File: config.mk
export PLATFORM = sky130hd
export DESIGN_NAME = ahb_lite_master
export DESIGN_NICKNAME = d
export VERILOG_FILES = /design/src/rtl/ahb_lite_pkg.sv /design/src/rtl/ahb_lite_master.sv
export SDC_FILE = /design/constraint.sdc
export NUM_CORES = 1
export LEC_CHECK = 0
export ABC_CLOCK_PERIOD_IN_PS = 3700
export BUFFER_PORTS_ARGS = -buffer_cell sky130_fd_sc_hd__buf_2
export CAP_MARGIN = 40
export CORE_MARGIN = 8
export CORE_UTILIZATION = 52
export DETAILED_ROUTE_END_ITERATION = 8
export MAX_ROUTING_LAYER = met4
export PLACE_DENSITY = 0.87
export SLEW_MARGIN = 15
export SYNTH_ARGS = -nofsm -noshare
export SYNTH_HDL_FRONTEND = slang
export SYNTH_SLANG_ARGS = --single-unit
export TNS_END_PERCENT = 100
File: constraint.sdc
create_clock -name HCLK -period 3.7 [get_ports HCLK]
set_clock_uncertainty 0.2 [all_clocks]
set_input_delay 0.185 -clock HCLK [delete_from_list [all_inputs] [get_ports HCLK]]
set_output_delay 0.185 -clock HCLK [all_outputs]
set_load 0.03 [all_outputs]
File: src/rtl/ahb_lite_pkg.sv
// AHB-Lite encodings shared by the master and its bench.
// Transfer, burst, size and response codes.
package ahb_lite_pkg;

  localparam logic [1:0] HTRANS_IDLE   = 2'b00;
  localparam logic [1:0] HTRANS_NONSEQ = 2'b10;
  localparam logic [2:0] HBURST_SINGLE = 3'b000;

  localparam logic [2:0] HSIZE_BYTE = 3'b000;
  localparam logic [2:0] HSIZE_HALF = 3'b001;
  localparam logic [2:0] HSIZE_WORD = 3'b010;

  localparam logic HRESP_OKAY  = 1'b0;
  localparam logic HRESP_ERROR = 1'b1;

endpackage

File: src/rtl/ahb_lite_master.sv
// Single-initiator AHB-Lite master issuing SINGLE transfers from a valid/ready port.
// Define AHB_LITE_MASTER_HRESP_EN to add the HRESP input and rsp_err reporting.
module ahb_lite_master
  import ahb_lite_pkg::*;
#(
  parameter int          ADDR_W    = 32,
  parameter int          DATA_W    = 32,
  parameter logic [3:0]  HPROT_VAL = 4'b0011
) (
  input  logic              HCLK,
  input  logic              HRESETn,
  input  logic              cmd_valid,
  output logic              cmd_ready,
  input  logic              cmd_write,
  input  logic [ADDR_W-1:0] cmd_addr,
  input  logic [2:0]        cmd_size,
  input  logic [DATA_W-1:0] cmd_wdata,
  output logic [ADDR_W-1:0] HADDR,
  output logic              HWRITE,
  output logic [2:0]        HSIZE,
  output logic [1:0]        HTRANS,
  output logic [DATA_W-1:0] HWDATA,
  output logic [2:0]        HBURST,
  output logic [3:0]        HPROT,
  output logic              HMASTLOCK,
  input  logic              HREADY,
  input  logic [DATA_W-1:0] HRDATA,
`ifdef AHB_LITE_MASTER_HRESP_EN
  input  logic              HRESP,
`endif
  output logic              rsp_valid,
  output logic [DATA_W-1:0] rsp_rdata,
  output logic              rsp_err
);

  logic              aphase_valid;
  logic [DATA_W-1:0] awdata;
  logic              dphase_valid;
  logic              dphase_write;
  logic              accept;
  logic              hresp_s;

`ifdef AHB_LITE_MASTER_HRESP_EN
  assign hresp_s = HRESP;
`else
  assign hresp_s = HRESP_OKAY;
`endif

  assign cmd_ready = !aphase_valid || HREADY;
  assign accept    = cmd_valid && cmd_ready;
  assign HTRANS    = aphase_valid ? HTRANS_NONSEQ : HTRANS_IDLE;
  assign HBURST    = HBURST_SINGLE;
  assign HPROT     = HPROT_VAL;
  assign HMASTLOCK = 1'b0;

  always_ff @(posedge HCLK or negedge HRESETn) begin
    if (!HRESETn) begin
      aphase_valid <= 1'b0;
      HADDR        <= '0;
      HWRITE       <= 1'b0;
      HSIZE        <= '0;
      awdata       <= '0;
    end else if (accept) begin
      aphase_valid <= 1'b1;
      HADDR        <= cmd_addr;
      HWRITE       <= cmd_write;
      HSIZE        <= cmd_size;
      awdata       <= cmd_wdata;
    end else if (HREADY) begin
      aphase_valid <= 1'b0;
    end
  end

  // HREADY advances both phases together; ERROR's first cycle is just a wait
  always_ff @(posedge HCLK or negedge HRESETn) begin
    if (!HRESETn) begin
      dphase_valid <= 1'b0;
      dphase_write <= 1'b0;
      HWDATA       <= '0;
      rsp_valid    <= 1'b0;
      rsp_rdata    <= '0;
      rsp_err      <= 1'b0;
    end else begin
      rsp_valid <= HREADY && dphase_valid;
      if (HREADY) begin
        dphase_valid <= aphase_valid;
        dphase_write <= HWRITE;
        if (aphase_valid)
          HWDATA <= awdata;
        if (dphase_valid) begin
          rsp_rdata <= dphase_write ? '0 : HRDATA;
          rsp_err   <= hresp_s;
        end
      end
    end
  end

endmodule

==> impl_metrics.tcl <==
set metrics [dict create \
    fp.dieW_um 117 \
    synth-seq-area-share_pct 63.8 \
    syn_area_um2 5330 \
    cts_tree "done" \
    vias 4202 \
    dp.cells 697 \
    yosysMostFrequentCell "dfrtp_1" \
    drt.antenna.violating_nets 0 \
    grt_pass1_vias 4794 \
    power_leakage_uw 0.00396 \
    arrival_ps 2220 \
    fmax_ghz 0.493 \
    globalRouteTotalUtil_pct 24.6 \
    final_hold_viol_count 0 \
    grt_pass1_wl_um 24600 \
    grt_overflow_total 0 \
    clock_latency_ps 510 \
    synth.top_cells.by_area "dfrtp_1 (64%), mux2_2 (17%), mux2_4 (5.6%), nand2b_1 (3.9%), o21ai_0 (3.1%)" \
    ys_warn_count 0 \
    critPathRequiredTime_ps 3890 \
    firstDrtPassIters 5 \
    drive_above_1_share_pct 48.8 \
    combPwrFrac_pct 26.8 \
    multiInputGateArea_um2 1770 \
    dp_slack_ps 1720 \
    core_um2 10100 \
    slew_viol_final 0 \
    end_kind "flop" \
    final_nets 790 \
    postSynthAreaPerCell_um2 14.3 \
    die_h_um 117 \
    power_frac_seq_pct 40.1 \
    cts_sinks 136 \
    min_period_ps 2030 \
    grt_setup_unrepaired "false" \
    h-tree-depth 4 \
    die_area_um2 13800 \
    port_buffers 206 \
    wl_um 16300 \
    fin_setup_tns_ps 0 \
    synth.distinct_cells 15 \
    cts.path.max_buffers 2 \
    start_kind "input port" \
    ys.flop_type "dfrtp_1" \
    synthTopCellsByCount "dfrtp_1 (136), mux2_2 (81), nand2_1 (34)" \
    power_uw 4790 \
    clk_pin_slew_ps 60 \
    intPower_uw 3230 \
    setup_viol 0 \
    cts_buffers 17 \
    crit_start "HREADY" \
    slew_headroom_pct 42.0 \
    wl_per_cell_um 19.5 \
    swShare_pct 32.6 \
    nFillCells 570 \
    num_rows 37 \
    synth_edf_count 0 \
    clockPowerShare_pct 33.1 \
    p_switching_uw 1560 \
    drcViolationCount 0 \
    syn_inst 374 \
    hold_path.class "input port to flop" \
    grt_antenna_before_repair 2 \
    ir_worst_vdd_mv 0.368 \
    synth_top_area_cell "dfrtp_1" \
    worstMarginPinSlew_ps 868 \
    power_density_nw_per_um2 594 \
    finalCritPeriodShare_pct 54.8 \
    crit_type "input port to flop" \
    regArea_um2 3400 \
    avgViaCountPerCell 5.02 \
    ys_async_sr_fraction_pct 100 \
    cp_max_fo 36 \
    ys_ff_latch 136 \
    hold_start "cmd_addr[2]" \
    finalNonFillerCells 837 \
    num_io_pins 217 \
    dp_hpwl_um 9230 \
    cap_viol_max_count 0 \
    start_util_pct 52.6 \
    gp_congestion 0.776 \
    outcome "finished clean" \
    cts_root_buf "clkbuf_8" \
    worst_slack_ps 1670 \
    synth_top_area_share_pct 63.8 \
    r2r_start "dphase_valid" \
    dr.first_iter.drc_count 223 \
    grt_start_max_net_pins 73 \
    syn_to_final_growth_pct 51.3 \
]
-- sequential cells by signal, summed over array words and instances, names as in the netlist --
signal / flops
HADDR: 32
HWRITE: 1
HSIZE: 3
HWDATA: 32
dphase_write: 1
rsp_rdata: 32
awdata: 32
rsp_valid: 1
aphase_valid: 1
dphase_valid: 1
-- critical path: stages --
cell           delay [ps]
dlygate4sd3_1         540
buf_2                 160
nand2b_2              220
nand2_4               380
buf_12                300
mux2_2                390
-- cells in the final DEF, fill, tap and decap left out --
cell type,Yosys,routed
nand2b_2,1,1
o21ai_0,33,33
buf_4,11,3
buf_2,7,205
clkbuf_16,0,16
clkinv_2,0,5
diode_2,0,2
buf_16,0,1
buf_12,0,2
inv_1,2,2
clkbuf_1,9,5
dfrtp_1,136,136
clkbuf_8,0,2
mux2_4,20,20
clkinvlp_4,0,2
bufinv_16,0,2
nand2_4,0,1
nand2_1,34,34
mux2_2,81,81
nand2b_1,33,33
dlygate4sd3_1,0,105
conb_1,2,10
-- metal layers --
layer / track usage (%) / vias to the layer above / part of all wire, %
li1: - / 1870 / -
met1: 25.0 / 2082 / 36
met2: 42.7 / 197 / 53
met3: 6.26 / 53 / 7.2
met4: 14.0 / 0 / 3.9
met5: - / - / 0
-- repair_timing --
item                                    in CTS  in global routing
endpoints found under the hold margin      167                  2
hold buffers                               104                  1
endpoints found under the setup margin       0                  0
setup buffers                                0                  0
gates resized for setup                      0                  0
-- power groups by stage --
stage / registers [uW] / clock network [uW] / logic [uW]
finish: 1920 / 1580 / 1280
global route: 1950 / 1680 / 1350
CTS: 1910 / 1590 / 1260
detailed placement: 1930 / 0 / 1170
global placement: 1910 / 0 / 1140
floorplan: 2330 / 0 / 366
-- kinds of logic after synthesis --
| kind of cell | count (synthesis) | synth area share [%] |
|---|---|---|
| multiplexers | 101 | 22.7 |
| other | 2 | 0.141 |
| AND/OR/NAND/NOR | 69 | 6.54 |
| buffers and inverters | 33 | 3.68 |
| flip-flops | 136 | 63.8 |
| AO/OA/AOI/OAI | 33 | 3.10 |
-- metrics by stage --
| step | area (um2) | utilization, % | hold WS (ps) |
|---|---|---|---|
| floorplan | 5360 | - | -311 |
| global placement | 6420 | 63.3 | 106 |
| detailed placement | 6440 | 63.5 | 128 |
| CTS | 8030 | 79.2 | 128 |
| global route | 8070 | 79.6 | 235 |
| finish | 8070 | 79.6 | 244 |
-- cell type report --
| cell class | instances | area share (%) |
|---|---|---|
| Clock inverter | 9 | 1.24 |
| Sequential cell | 136 | 42.2 |
| Antenna cell | 2 | 0.0620 |
| Multi-Input combinational cell | 213 | 21.9 |
| Tap cell | 136 | 2.11 |
| Clock buffer | 23 | 5.54 |
| Inverter | 2 | 0.0930 |
| Timing Repair Buffer | 316 | 26.9 |
-- path summary, 6_finish.rpt --
check | slack (ps) | cells past startpoint | end
setup / recovery | 1670 | 6 | HADDR[28]
hold / removal | 240 | 3 | HADDR[2]
min in group asynchronous | 360 | 3 | HADDR[13]
max in group asynchronous | 2000 | 5 | HWDATA[18]
setup reg to reg | 1720 | 3 | rsp_rdata[13]
hold reg to reg | 270 | 2 | rsp_rdata[27]
Note: power is estimated with default switching activity, not from simulation.
